[src/rtl/alu_md_pipe.sv]
// Execute-stage ALU with a valid/ready handshake. Single-cycle ops register their result in
// one cycle; unsigned mul/mulhu/divu/remu iterate one bit per cycle.
module alu_md_pipe #(
   parameter int WIDTH = 32,
   parameter int SHW   = 5
) (
   input  logic             clk,
   input  logic             reset,
   input  logic             in_valid,
   output logic             in_ready,
   input  logic [15:0]      alu_control,
   input  logic [WIDTH-1:0] alu_src1,
   input  logic [WIDTH-1:0] alu_src2,
   output logic             out_valid,
   input  logic             out_ready,
   output logic [WIDTH-1:0] alu_result,
   output logic             busy
);

   typedef enum logic [1:0] {S_IDLE, S_MUL, S_DIV, S_DONE} state_t;

   localparam logic [SHW-1:0] LAST = SHW'(WIDTH - 1);

   state_t             state_q, state_d;
   logic [SHW-1:0]     cnt_q, cnt_d;
   logic [2*WIDTH-1:0] acc_q, acc_d;
   logic [WIDTH-1:0]   opnd_q, opnd_d;
   logic               hi_q, hi_d;
   logic [WIDTH-1:0]   res_q, res_d;

   logic             accept;
   logic [WIDTH:0]   diff;
   logic             ltu, lts;
   logic [SHW-1:0]   shamt;
   logic [WIDTH-1:0] op_res;
   logic             is_mul, is_div, is_hi;

   assign in_ready   = (state_q == S_IDLE) | ((state_q == S_DONE) & out_ready);
   assign accept     = in_valid & in_ready;
   assign out_valid  = (state_q == S_DONE);
   assign busy       = (state_q == S_MUL) | (state_q == S_DIV);
   assign alu_result = res_q;

   // One subtractor serves sub, slt and sltu; carry-out set means src1 >= src2 unsigned.
   assign diff  = {1'b0, alu_src1} + {1'b0, ~alu_src2} + (WIDTH+1)'(1);
   assign ltu   = ~diff[WIDTH];
   assign lts   = (alu_src1[WIDTH-1] ^ alu_src2[WIDTH-1]) ? alu_src1[WIDTH-1] : diff[WIDTH-1];
   assign shamt = alu_src1[SHW-1:0];

   always_comb begin
      op_res = '0;
      is_mul = 1'b0;
      is_div = 1'b0;
      is_hi  = 1'b0;
      if (alu_control[11])      op_res = alu_src1 + alu_src2;
      else if (alu_control[10]) op_res = diff[WIDTH-1:0];
      else if (alu_control[9])  op_res = {{(WIDTH-1){1'b0}}, lts};
      else if (alu_control[8])  op_res = {{(WIDTH-1){1'b0}}, ltu};
      else if (alu_control[7])  op_res = alu_src1 & alu_src2;
      else if (alu_control[6])  op_res = ~(alu_src1 | alu_src2);
      else if (alu_control[5])  op_res = alu_src1 | alu_src2;
      else if (alu_control[4])  op_res = alu_src1 ^ alu_src2;
      else if (alu_control[3])  op_res = alu_src2 << shamt;
      else if (alu_control[2])  op_res = alu_src2 >> shamt;
      else if (alu_control[1])  op_res = $signed(alu_src2) >>> shamt;
      else if (alu_control[0])  op_res = {alu_src2[WIDTH/2-1:0], {(WIDTH/2){1'b0}}};
      else if (alu_control[15]) is_mul = 1'b1;
      else if (alu_control[14]) begin is_mul = 1'b1; is_hi = 1'b1; end
      else if (alu_control[13]) is_div = 1'b1;
      else if (alu_control[12]) begin is_div = 1'b1; is_hi = 1'b1; end
   end

   // Multiply: acc = {partial product, remaining multiplier bits}, add-then-shift-right.
   logic [WIDTH:0]     madd;
   logic [2*WIDTH-1:0] mul_nxt;
   assign madd    = {1'b0, acc_q[2*WIDTH-1:WIDTH]} + (acc_q[0] ? {1'b0, opnd_q} : '0);
   assign mul_nxt = {madd, acc_q[WIDTH-1:1]};

   // Divide: acc = {remainder, dividend shifting out / quotient shifting in}.
   logic [WIDTH:0]     dtmp, dsub;
   logic               qbit;
   logic [2*WIDTH-1:0] div_nxt;
   assign dtmp    = {acc_q[2*WIDTH-1:WIDTH], acc_q[WIDTH-1]};
   assign dsub    = dtmp - {1'b0, opnd_q};
   assign qbit    = ~dsub[WIDTH];
   assign div_nxt = {(qbit ? dsub[WIDTH-1:0] : dtmp[WIDTH-1:0]), acc_q[WIDTH-2:0], qbit};

   always_comb begin
      state_d = state_q;
      cnt_d   = cnt_q;
      acc_d   = acc_q;
      opnd_d  = opnd_q;
      hi_d    = hi_q;
      res_d   = res_q;
      case (state_q)
         S_MUL: begin
            acc_d = mul_nxt;
            cnt_d = cnt_q + SHW'(1);
            if (cnt_q == LAST) begin
               state_d = S_DONE;
               cnt_d   = '0;
               res_d   = hi_q ? mul_nxt[2*WIDTH-1:WIDTH] : mul_nxt[WIDTH-1:0];
            end
         end
         S_DIV: begin
            acc_d = div_nxt;
            cnt_d = cnt_q + SHW'(1);
            if (cnt_q == LAST) begin
               state_d = S_DONE;
               cnt_d   = '0;
               res_d   = hi_q ? div_nxt[2*WIDTH-1:WIDTH] : div_nxt[WIDTH-1:0];
            end
         end
         S_DONE:  if (out_ready) state_d = S_IDLE;
         default: ;
      endcase
      if (accept) begin
         if (is_mul) begin
            state_d = S_MUL;
            acc_d   = {{WIDTH{1'b0}}, alu_src2};
            opnd_d  = alu_src1;
            hi_d    = is_hi;
            cnt_d   = '0;
         end else if (is_div) begin
            state_d = S_DIV;
            acc_d   = {{WIDTH{1'b0}}, alu_src1};
            opnd_d  = alu_src2;
            hi_d    = is_hi;
            cnt_d   = '0;
         end else begin
            state_d = S_DONE;
            res_d   = op_res;
         end
      end
   end

   always_ff @(posedge clk) begin
      if (reset) begin
         state_q <= S_IDLE;
         cnt_q   <= '0;
         acc_q   <= '0;
         opnd_q  <= '0;
         hi_q    <= 1'b0;
         res_q   <= '0;
      end else begin
         state_q <= state_d;
         cnt_q   <= cnt_d;
         acc_q   <= acc_d;
         opnd_q  <= opnd_d;
         hi_q    <= hi_d;
         res_q   <= res_d;
      end
   end

endmodule

[config.mk]
export PLATFORM = sky130hd
export DESIGN_NAME = alu_md_pipe
export DESIGN_NICKNAME = d
export VERILOG_FILES = /design/src/rtl/alu_md_pipe.sv
export SDC_FILE = /design/constraint.sdc
export NUM_CORES = 1
export LEC_CHECK = 0
export CAP_MARGIN = 10
export CORE_UTILIZATION = 55
export CTS_BUF_LIST = sky130_fd_sc_hd__clkbuf_2 sky130_fd_sc_hd__clkbuf_4 sky130_fd_sc_hd__clkbuf_8
export CTS_CLUSTER_SIZE = 28
export DETAILED_ROUTE_END_ITERATION = 10
export PLACE_DENSITY = 0.77
export SLEW_MARGIN = 0
export SYNTH_ARGS = -nofsm -noshare
export SYNTH_HDL_FRONTEND = slang
export SYNTH_SLANG_ARGS = --single-unit
[constraint.sdc]
create_clock -name clk -period 5.4 [get_ports clk]
set_input_delay 0.54 -clock clk [delete_from_list [all_inputs] [get_ports clk]]
set_output_delay 0.54 -clock clk [all_outputs]
set_load 0.05 [all_outputs]
# [After elaboration in Yosys (flattened, before gate mapping)]
# Cells that the tools add are included.
[op_classes] mux=87 addsub=6 eq_ne=6 bitwise_logic=12 shift=3 n_reduce_logical=6
[ops] cell="32-bit two-way mux" count=23
[ops] cell="64-bit two-way mux" count=3
[ops] cell="64-bit case mux with 2 select lines" count=1
[ops] cell="32-bit by 32-bit adder with 33-bit output" count=2
[ops] cell="32-bit NOT" count=2
[ops] cell="32-bit case mux with 2 select lines" count=1
[ops] cell="1-bit two-way mux" count=49
[ops] cell="33-bit by 1-bit adder with 33-bit output (second input constant)" count=1
[ops] cell="33-bit by 32-bit subtractor with 33-bit output" count=1
[ops] cell="32-bit adder" count=1
[ops] cell="32-bit bitwise AND" count=1
[ops] cell="32-bit bitwise OR" count=1
[ops] cell="32-bit by 5-bit << shifter with 32-bit output" count=1
[ops] cell="32-bit by 5-bit >> shifter with 32-bit output" count=1
[ops] cell="32-bit by 5-bit >>> shifter with 32-bit output" count=1
[ops] cell="32-bit XOR" count=1
[ops] cell="5-bit two-way mux" count=5
[ops] cell="2-bit two-way mux" count=4
[ops] cell="3-bit by 1-bit inequality test with 1-bit output (second input constant)" count=2
[ops] cell="5-bit by 1-bit adder with 5-bit output (second input constant)" count=1
[ops] cell="5-bit equality test (second input constant)" count=1
[ops] cell="2-bit equality test (second input constant)" count=2
[ops] cell="2-bit case mux with 2 select lines" count=1
[ops] cell="3-bit AND reduction" count=1
[ops] cell="other kinds (10)" count=13
[word_totals] register_bits=136 out_inout_bits=35 wordCells=126 input_bits=84

# [Depth between registers and ports, before layout]
# Gate-level depths: netlist (run 1).
[logic_depth] word_depth=19 depth_mapped=22 mapped_depth_nobuf=17

# [Worst setup path before layout (run 1)]
# No wires, ideal clock.
[synth_timing] kind="input -> register" from="input port alu_src1[2]" to="register res_q[31], in the netlist alu_result[31]" setup_time_ns=0.117 path_buffers=5 path_stages=22 arrival_time_ns=5.121 setup_slack_ns=0.162 required_ns=5.283 path_cell_list="clkbuf_1 inv_1 clkbuf_1 clkbuf_1 buf_2 ha_1 clkbuf_1 inv_1 o221ai_1 a211oi_1 a211oi_1 o41ai_1 a21oi_1 a21oi_1 o21bai_1 a21oi_1 nor2_1 fa_1 o21ai_0 a31oi_1 o21ai_0 a22o_1"
[synth_between] elab_chain_cells=15 elab_cells_between_ends=20 classes_between="3 x add/sub; 3 x shift; 14 x mux"
[synth_lines] item="start: declaration" line_no="12" rtl="input logic [WIDTH-1:0] alu_src1,"
[synth_lines] item="parallel branches: the longest is 11 deep, another holds 32-bit by 32-bit adder with 33-bit output"
[synth_lines] item="32-bit two-way mux *" line_no="55" rtl="if (alu_control[11]) op_res = alu_src1 + alu_src2;"
[synth_lines] item="32-bit two-way mux *" line_no="124" rtl="end else if (is_div) begin"
[synth_lines] item="32-bit two-way mux *" line_no="118" rtl="if (is_mul) begin"
[synth_lines] item="32-bit two-way mux *" line_no="117" rtl="if (accept) begin"
[synth_lines] item="end signal: assignment" line_no="151" rtl="res_q <= res_d;"
[synth_lines] item="end: declaration" line_no="29" rtl="logic [WIDTH-1:0] res_q, res_d;"
# Every way passes the cells marked *.
# A chain may end at the register's enable or synchronous reset.

# [Worst setup path in the final report (run 1)]
[layout_timing] from="input port alu_src2[0]" to="register res_q[31], in the netlist alu_result[31]"
[layout_between] elab_chain_cells=15 elab_cells_between_ends=21 classes_between="3 x add/sub; 3 x shift; 14 x mux; 1 x bitwise"
[layout_lines] item="start: declaration" line_no="13" rtl="input logic [WIDTH-1:0] alu_src2,"
[layout_lines] item="parallel branches: the longest is 11 deep, another holds 32-bit by 32-bit adder with 33-bit output"
[layout_lines] item="32-bit two-way mux *" line_no="55"
[layout_lines] item="32-bit two-way mux *" line_no="124"
[layout_lines] item="32-bit two-way mux *" line_no="118"
[layout_lines] item="32-bit two-way mux *" line_no="117"
# Marks and branches as above.

==> metrics.cfg, run 1 <==
[yosys]
netlist_top_cells_area = dfxtp_1 13%, ha_1 9.9%, nor2_1 6.2%
synth.yosys.seq_area_share_pct = 12.9
synth-adder-area-share_pct = 10.4
synth_compound_area_share_pct = 35.3
yosys.area_share.xor_xnor_pct = 3.91
synth_mux_area_share_pct = 11.9
async_flop_share_pct = 0
avgSynthCellArea_um2 = 7.22
synthesis.nets = 3170
synth_edf_count = 0
synthDistinctLibCells = 82
syn_inst = 2914
synth_top_flop_cell = dfxtp_1
yosys_warnings = 0
synth_top_cell_by_area = dfxtp_1
ys_seq_elements = 136
synth_simple_gate_area_share_pct = 17.8
synthesis.area_um2 = 21000
synth_top_family_by_area = compound AO/OA/AOI/OAI gates
synth_top_area_share_pct = 12.9

[setup_path]
crit_type = in -> reg
cp-end-kind = register
r2r_slack_ps = 980
worstPathRequired_ps = 5800
start_kind = primary input
arrival_ps = 5260
cp_max_fo = 5

[sta]
finalHoldViolations = 0
fin_skew_ps = 15.9
finalCritPeriodShare_pct = 90.0
period_minus_slack_ps = 4860
rsz0062_at_grt = false
timing.fmax_mhz = 206
slew_headroom_pct = 14.2
tightest_slew_ps = 1280
slew_violations = 0
setup_violations = 0

[place]
place_area_um2 = 22800
hpwl_um = 74400
gp_congestion = 1.12
port-buffer-count = 118

[finish]
synthToLayoutAreaGrowth_pct = 10.4
final_common_cell = nor2_1
multi_input_area_um2 = 16700
register_area_um2 = 2720
nets = 3179
final_cell_mix = 349 x nor2_1, 234 x a21oi_1, 214 x o21ai_0, 174 x nand2_1, 168 x inv_1
fillers = 3516
postLayoutCellArea_um2 = 23200
final_layout_size_suffix_gt1_share_pct = 10.1
final_core_util_pct = 61.7

[pwr]
power.internal_uw = 4210
p_leak_uw = 0.00900
swShare_pct = 54.5
clkPwrFrac_pct = 10.8
comb_power_share_pct = 71.4
peakVddDrop_v = 0.000360
switching_power_uw = 5040
pwr-share-seq_pct = 17.8
powerDensity_nw_per_um2 = 398

[route]
drt-total-wl_um = 101000
drt_iter0_drc = 3629
routed_via_density = 7.37
detail-route-antenna-nets = 0
vias = 25400
firstDrtPassIters = 7
drc = 0
post_drt_wl_per_cell_um = 29.3

[grt]
grt_start_max_net_pins = 75
antenna_found_initial = 6
grt_overflow = 0
grt_pass1_vias = 23600
grt_pass1_wl_um = 148000
track_usage_pct = 50.8

[cts]
cts.sinks = 136
cts_buffers = 17
h-tree-depth = 4
worstSkewPairLatency_ps = 500
clk_pin_slew_ps = 90
ctsHoldBuffers = 0
cts_root_buf = clkbuf_8
clockBufferDepth = 2
cts_tree = yes

[floorplanning]
dieArea_um2 = 39000
ios = 119
fp.dieH_um = 198
fp.dieW_um = 198
rows = 71
core_um2 = 37700
start_util_pct = 55.8

[run]
maxCapViolCount = 0

[worst_hold_path]
hp-class = reg -> reg

[run_status]
status = completed

==> worst max-delay path: stages <==
cell and delay, ps:
clkdlybuf4s50_1 450, ha_1 410, nor2_1 230, o221ai_1 200
a211oi_1 620, a211oi_1 380, o41ai_2 680, a21oi_1 200
a21oi_1 180, o21bai_1 80, a21oi_1 160, nor2_1 70
fa_1 470, o21ai_0 80, a31oi_1 150, o21ai_0 110
a22o_1 250
==> metal layers <==
layer	global-route usage [%]	wire length [um]
met5	0	58
met4	38.4	8880
met3	13.0	13000
met2	77.5	43000
met1	61.2	36100
==> area by class of cell <==
cell class,count,share of cell area (%)
well taps,511,2.75
repair buffers,232,8.71
flip-flops and latches,136,11.7
inverters,177,2.86
diodes,1,0.0108
clock buffers,23,1.36
clock inverters,7,0.598
multi-input cells,2359,72.0
==> state kept, by name, indices dropped and copies added, names as in the netlist <==
register and flops:
cnt_q 5, acc_q 64, alu_result 32, hi_q 1, opnd_q 32, state_q 2
==> power by group through the flow <==
stage          clock (uW)  combinational, uW  sequential, uW
4_1_cts               993               6320            1620
3_3_place_gp            0               6150            1630
2_1_floorplan           0               4300            1740
3_5_place_dp            0               6270            1640
6_report             1000               6600            1650
5_1_grt              1030               6960            1670
==> repair_timing <==
item / CTS / global route
setup endpoints to repair: 0 / 1
gates resized for setup: 0 / 1
endpoints found under the hold margin: 0 / 0
setup buffers: 0 / 0
==> cell families after synthesis <==
logic type,count (synthesis)
compound gates,1092
xor+xnor,94
fa+ha+maj,172
buf+inv,419
flops,136
mux,176
simple gates,825
==> stage by stage <==
step	cells	total power, uW	setup slack [ps]	hold slack, ps	setup TNS (ps)
floorplan	2914	6040	162	463	0
global placement	3415	7780	38.2	473	0
detailed placement	3415	7920	-23.5	504	-23.5
CTS	3445	8930	464	514	0
global route	3445	9650	262	546	0
finish	3446	9250	539	510	0
==> synthesized netlist by cell type (18+ instances only) <==
cell type	number
inv_1	170
o21bai_1	18
xor2_1	30
nand2b_1	34
mux2_2	39
o22ai_1	31
nand2_1	174
a21oi_1	234
xnor2_1	64
a21o_1	43
buf_1	25
clkbuf_1	195
o211ai_1	36
dfxtp_1	136
mux2i_1	82
mux4_2	55
nor2b_1	24
ha_1	167
nor3_1	71
o21ai_0	214
o32ai_1	34
a211oi_1	90
nor2_1	350
o21a_1	25
a31oi_1	39
a22oi_1	53
a221oi_1	70
o221ai_1	21
nand3_1	50
and2_1	38
o31ai_1	24
==> worst paths after layout <==
| path | startpoint | to | depth (start not counted) |
|---|---|---|---|
| worst min register to register | cnt_q[1]$_SDFF_PP0_ | cnt_q[1]$_SDFF_PP0_ | 2 |
| worst max register to register | acc_q[31]$_SDFF_PP0_ | alu_result[0]$_SDFF_PP0_ | 13 |
| worst min-delay path | cnt_q[1]$_SDFF_PP0_ | cnt_q[1]$_SDFF_PP0_ | 2 |
| worst max-delay path | alu_src2[0] | alu_result[31]$_SDFF_PP0_ | 17 |
Power figures use the tool's default switching activity.
==> inputs of run 2 (changes only) <==
--- a/config.mk
+++ b/config.mk
@@ -5,12 +5,12 @@
 export SDC_FILE = /design/constraint.sdc
 export NUM_CORES = 1
 export LEC_CHECK = 0
+export ABC_CLOCK_PERIOD_IN_PS = 5400
 export CAP_MARGIN = 10
-export CORE_UTILIZATION = 55
+export CORE_UTILIZATION = 28
 export CTS_BUF_LIST = sky130_fd_sc_hd__clkbuf_2 sky130_fd_sc_hd__clkbuf_4 sky130_fd_sc_hd__clkbuf_8
 export CTS_CLUSTER_SIZE = 28
 export DETAILED_ROUTE_END_ITERATION = 10
-export PLACE_DENSITY = 0.77
 export SLEW_MARGIN = 0
 export SYNTH_ARGS = -nofsm -noshare
 export SYNTH_HDL_FRONTEND = slang
==> run 2 against run 1 <==
Against the previous run: power down 1.6%; non-clock buffer count shrank 4; wire length grew 0.47%; critical path type unchanged.
==> metrics.cfg, run 2 (synthesis gave the netlist of run 1 again) <==
[cts]
cts_resized = 0  ; unchanged
cts.sinks = 136  ; unchanged
cts_root_buf = clkbuf_8  ; unchanged
cts_setup_buffers = 0  ; unchanged
clockBufferDepth = 2  ; unchanged
cts_tree = yes  ; unchanged
ctsHoldBuffers = 0  ; unchanged
cts_buffers = 17  ; unchanged
worstSkewPairLatency_ps = 510  ; was 500 ps
clk_pin_slew_ps = 80  ; was 90 ps
h-tree-depth = 4  ; unchanged

[route]
detail-route-antenna-nets = 0  ; unchanged
vias = 24300  ; was 25,400
firstDrtPassIters = 6  ; was 7
wl_met3_um = 10600  ; was 13,000 um
highest_layer = met5  ; unchanged
routed_via_density = 6.21  ; was 7.37
drc = 0  ; unchanged
drt_iter0_drc = 3246  ; was 3,629
drt-total-wl_um = 102000  ; was 101,000 um
route.met2.wl_um = 44300  ; was 43,000 um
met1Wirelength_um = 42000  ; was 36,100 um
post_drt_wl_per_cell_um = 26.0  ; was 29.3 um

[pwr]
swShare_pct = 55.4  ; was 54.5%
powerDensity_nw_per_um2 = 384  ; was 398 nW/um2
comb_power_share_pct = 71.8  ; was 71.4%
power.internal_uw = 4060  ; was 4210 uW
clkPwrFrac_pct = 9.6  ; was 10.8%
switching_power_uw = 5050  ; was 5040 uW
p_leak_uw = 0.00894  ; was 0.00900 uW
peakVddDrop_v = 0.000263  ; was 0.000360 V
pwr-share-seq_pct = 18.6  ; was 17.8%

[finish]
final_cells = 3903  ; was 3,446
final_layout_size_suffix_gt1_share_pct = 9.96  ; was 10.1%
register_area_um2 = 2720  ; unchanged
final_common_cell = nor2_1  ; unchanged
postLayoutCellArea_um2 = 23700  ; was 23,200 um2
nets = 3175  ; was 3,179
synthToLayoutAreaGrowth_pct = 12.8  ; was 10.4%
final_cell_mix = 349 x nor2_1, 234 x a21oi_1, 214 x o21ai_0, 174 x nand2_1, 168 x inv_1  ; unchanged
fillers = 8057  ; was 3,516
multi_input_area_um2 = 16700  ; about the same
max_flop_register = acc_q  ; unchanged
largest_reg_flops = 64  ; unchanged

[sta]
setup_violations = 0  ; unchanged
finalCritPeriodShare_pct = 90.4  ; was 90.0%
finalHoldViolations = 0  ; unchanged
tns_ps = 0  ; unchanged
fin_skew_ps = 13.3  ; was 15.9 ps
timing.fmax_mhz = 205  ; was 206 MHz
rsz0062_at_grt = false  ; unchanged
period_minus_slack_ps = 4880  ; was 4860 ps
slew_headroom_pct = 24.5  ; was 14.2%
tightest_slew_ps = 1130  ; was 1280 ps
slew_violations = 0  ; unchanged

[setup_path]
critPathTopFamily = compound AO/OA/AOI/OAI gates  ; unchanged
worstPathRequired_ps = 5800  ; about the same
crit_path_frequent_cell = a21oi_1  ; unchanged
cp_max_fo = 5  ; unchanged
path_cells = clkdlybuf4s50_1 > inv_1 > ha_1 > nor2_1 > o221ai_1 > a211oi_1 > a211oi_1 > buf_4 > o41ai_1 > a21oi_1 > a21oi_1 > o21bai_1 > a21oi_1 > nor2_1 > fa_1 > o21ai_0 > a31oi_1 > o21ai_0 > a22o_1  ; was clkdlybuf4s50_1 > ha_1 > nor2_1 > o221ai_1 > a211oi_1 > a211oi_1 > o41ai_2 > a21oi_1 > a21oi_1 > o21bai_1 > a21oi_1 > nor2_1 > fa_1 > o21ai_0 > a31oi_1 > o21ai_0 > a22o_1
slowest_delay_ps = 610  ; was 680 ps
cp-end-kind = register  ; unchanged
arrival_ps = 5290  ; was 5260 ps
crit_type = in -> reg  ; unchanged
crit_buf_inv = 3  ; was 1
slowest_stage = clkdlybuf4s50_1  ; was o41ai_2
start_kind = primary input  ; unchanged

[place]
hpwl_um = 78100  ; was 74,400 um
gp_congestion = 1.04  ; was 1.12
port-buffer-count = 118  ; unchanged
place_area_um2 = 23300  ; was 22,800 um2
dp_cells = 3869  ; was 3,415

[grt]
grt_pass1_wl_um = 150000  ; was 148,000 um
track_usage_pct = 25.7  ; was 50.8%
grt_start_max_net_pins = 73  ; was 75
grt_pass1_vias = 22500  ; was 23,600
grt_overflow = 0  ; unchanged
antenna_found_initial = 11  ; was 6

[run]
maxCapViolCount = 0  ; unchanged

[floorplanning]
core_um2 = 74400  ; was 37,700 um2
rows = 100  ; was 71
dieArea_um2 = 76200  ; was 39,000 um2
ios = 119  ; unchanged
fp.dieH_um = 276  ; was 198 um
start_util_pct = 28.3  ; was 55.8%
fp.dieW_um = 276  ; was 198 um

[worst_hold_path]
hp-class = reg -> reg  ; unchanged

[run_status]
status = completed  ; unchanged

## run 2: cell count changes in the layout (fill, tap and decap cells not counted), sizes merged
cell and delta:
buf -4, clkinv +2, bufinv -3, clkbuf -1, diode +1, clkinvlp +4
## run 2: worst paths after layout
check                      start                   endpoint  slack, ps  cells past startpoint
max                  alu_src2[1]  alu_result[31]$_SDFF_PP0_        520                     19
min          cnt_q[1]$_SDFF_PP0_        cnt_q[1]$_SDFF_PP0_        490                      2
max reg2reg  acc_q[0]$_SDFF_PP0_  alu_result[29]$_SDFF_PP0_        790                     13
min reg2reg  cnt_q[1]$_SDFF_PP0_        cnt_q[1]$_SDFF_PP0_        490                      2
## run 2: layer usage
layer,vias to the layer above,global-route usage (%)
met3,271,5.11
met4,16,10.3
met2,1456,40.0
met5,-,0
met1,11600,34.4
li1,10900,-
## run 2: power groups by stage
stage / Combinational (uW) / Sequential [uW] / Clock [uW]
global placement: 6320 / 1700 / 0
floorplan: 4300 / 1740 / 0
detailed placement: 6340 / 1700 / 0
finish: 6540 / 1690 / 873
global route: 7000 / 1720 / 920
CTS: 6370 / 1680 / 877
## run 2: final cells by class
cell class	instances	area share, %
Timing Repair Buffer	228	8.50
Multi-Input combinational cell	2359	70.5
Inverter	177	2.80
Antenna cell	2	0.0211
Sequential cell	136	11.5
Clock buffer	22	1.22
Clock inverter	10	0.406
Tap cell	969	5.11
## run 2: worst register-to-register path, stage by stage (launching register included)
cell,delay (ps)
dfxtp_1,760
and2_1,230
ha_1,290
nor2b_1,190
o31a_1,300
o221ai_1,270
a211oi_1,140
buf_4,170
o2111a_1,270
or2_2,340
a2111oi_0,420
a211oi_1,150
a2111oi_0,820
a221o_1,200
## run 2: per-stage QoR
step                total power (uW)  utilization (%)  hold slack [ps]  setup slack, ps
finish                          9100             31.9              491              516
global route                    9640             31.9              511              405
CTS                             8930             31.9              491              645
detailed placement              8040             31.4              482              120
global placement                8020             31.4              477              177
floorplan                       6040                -              463              162
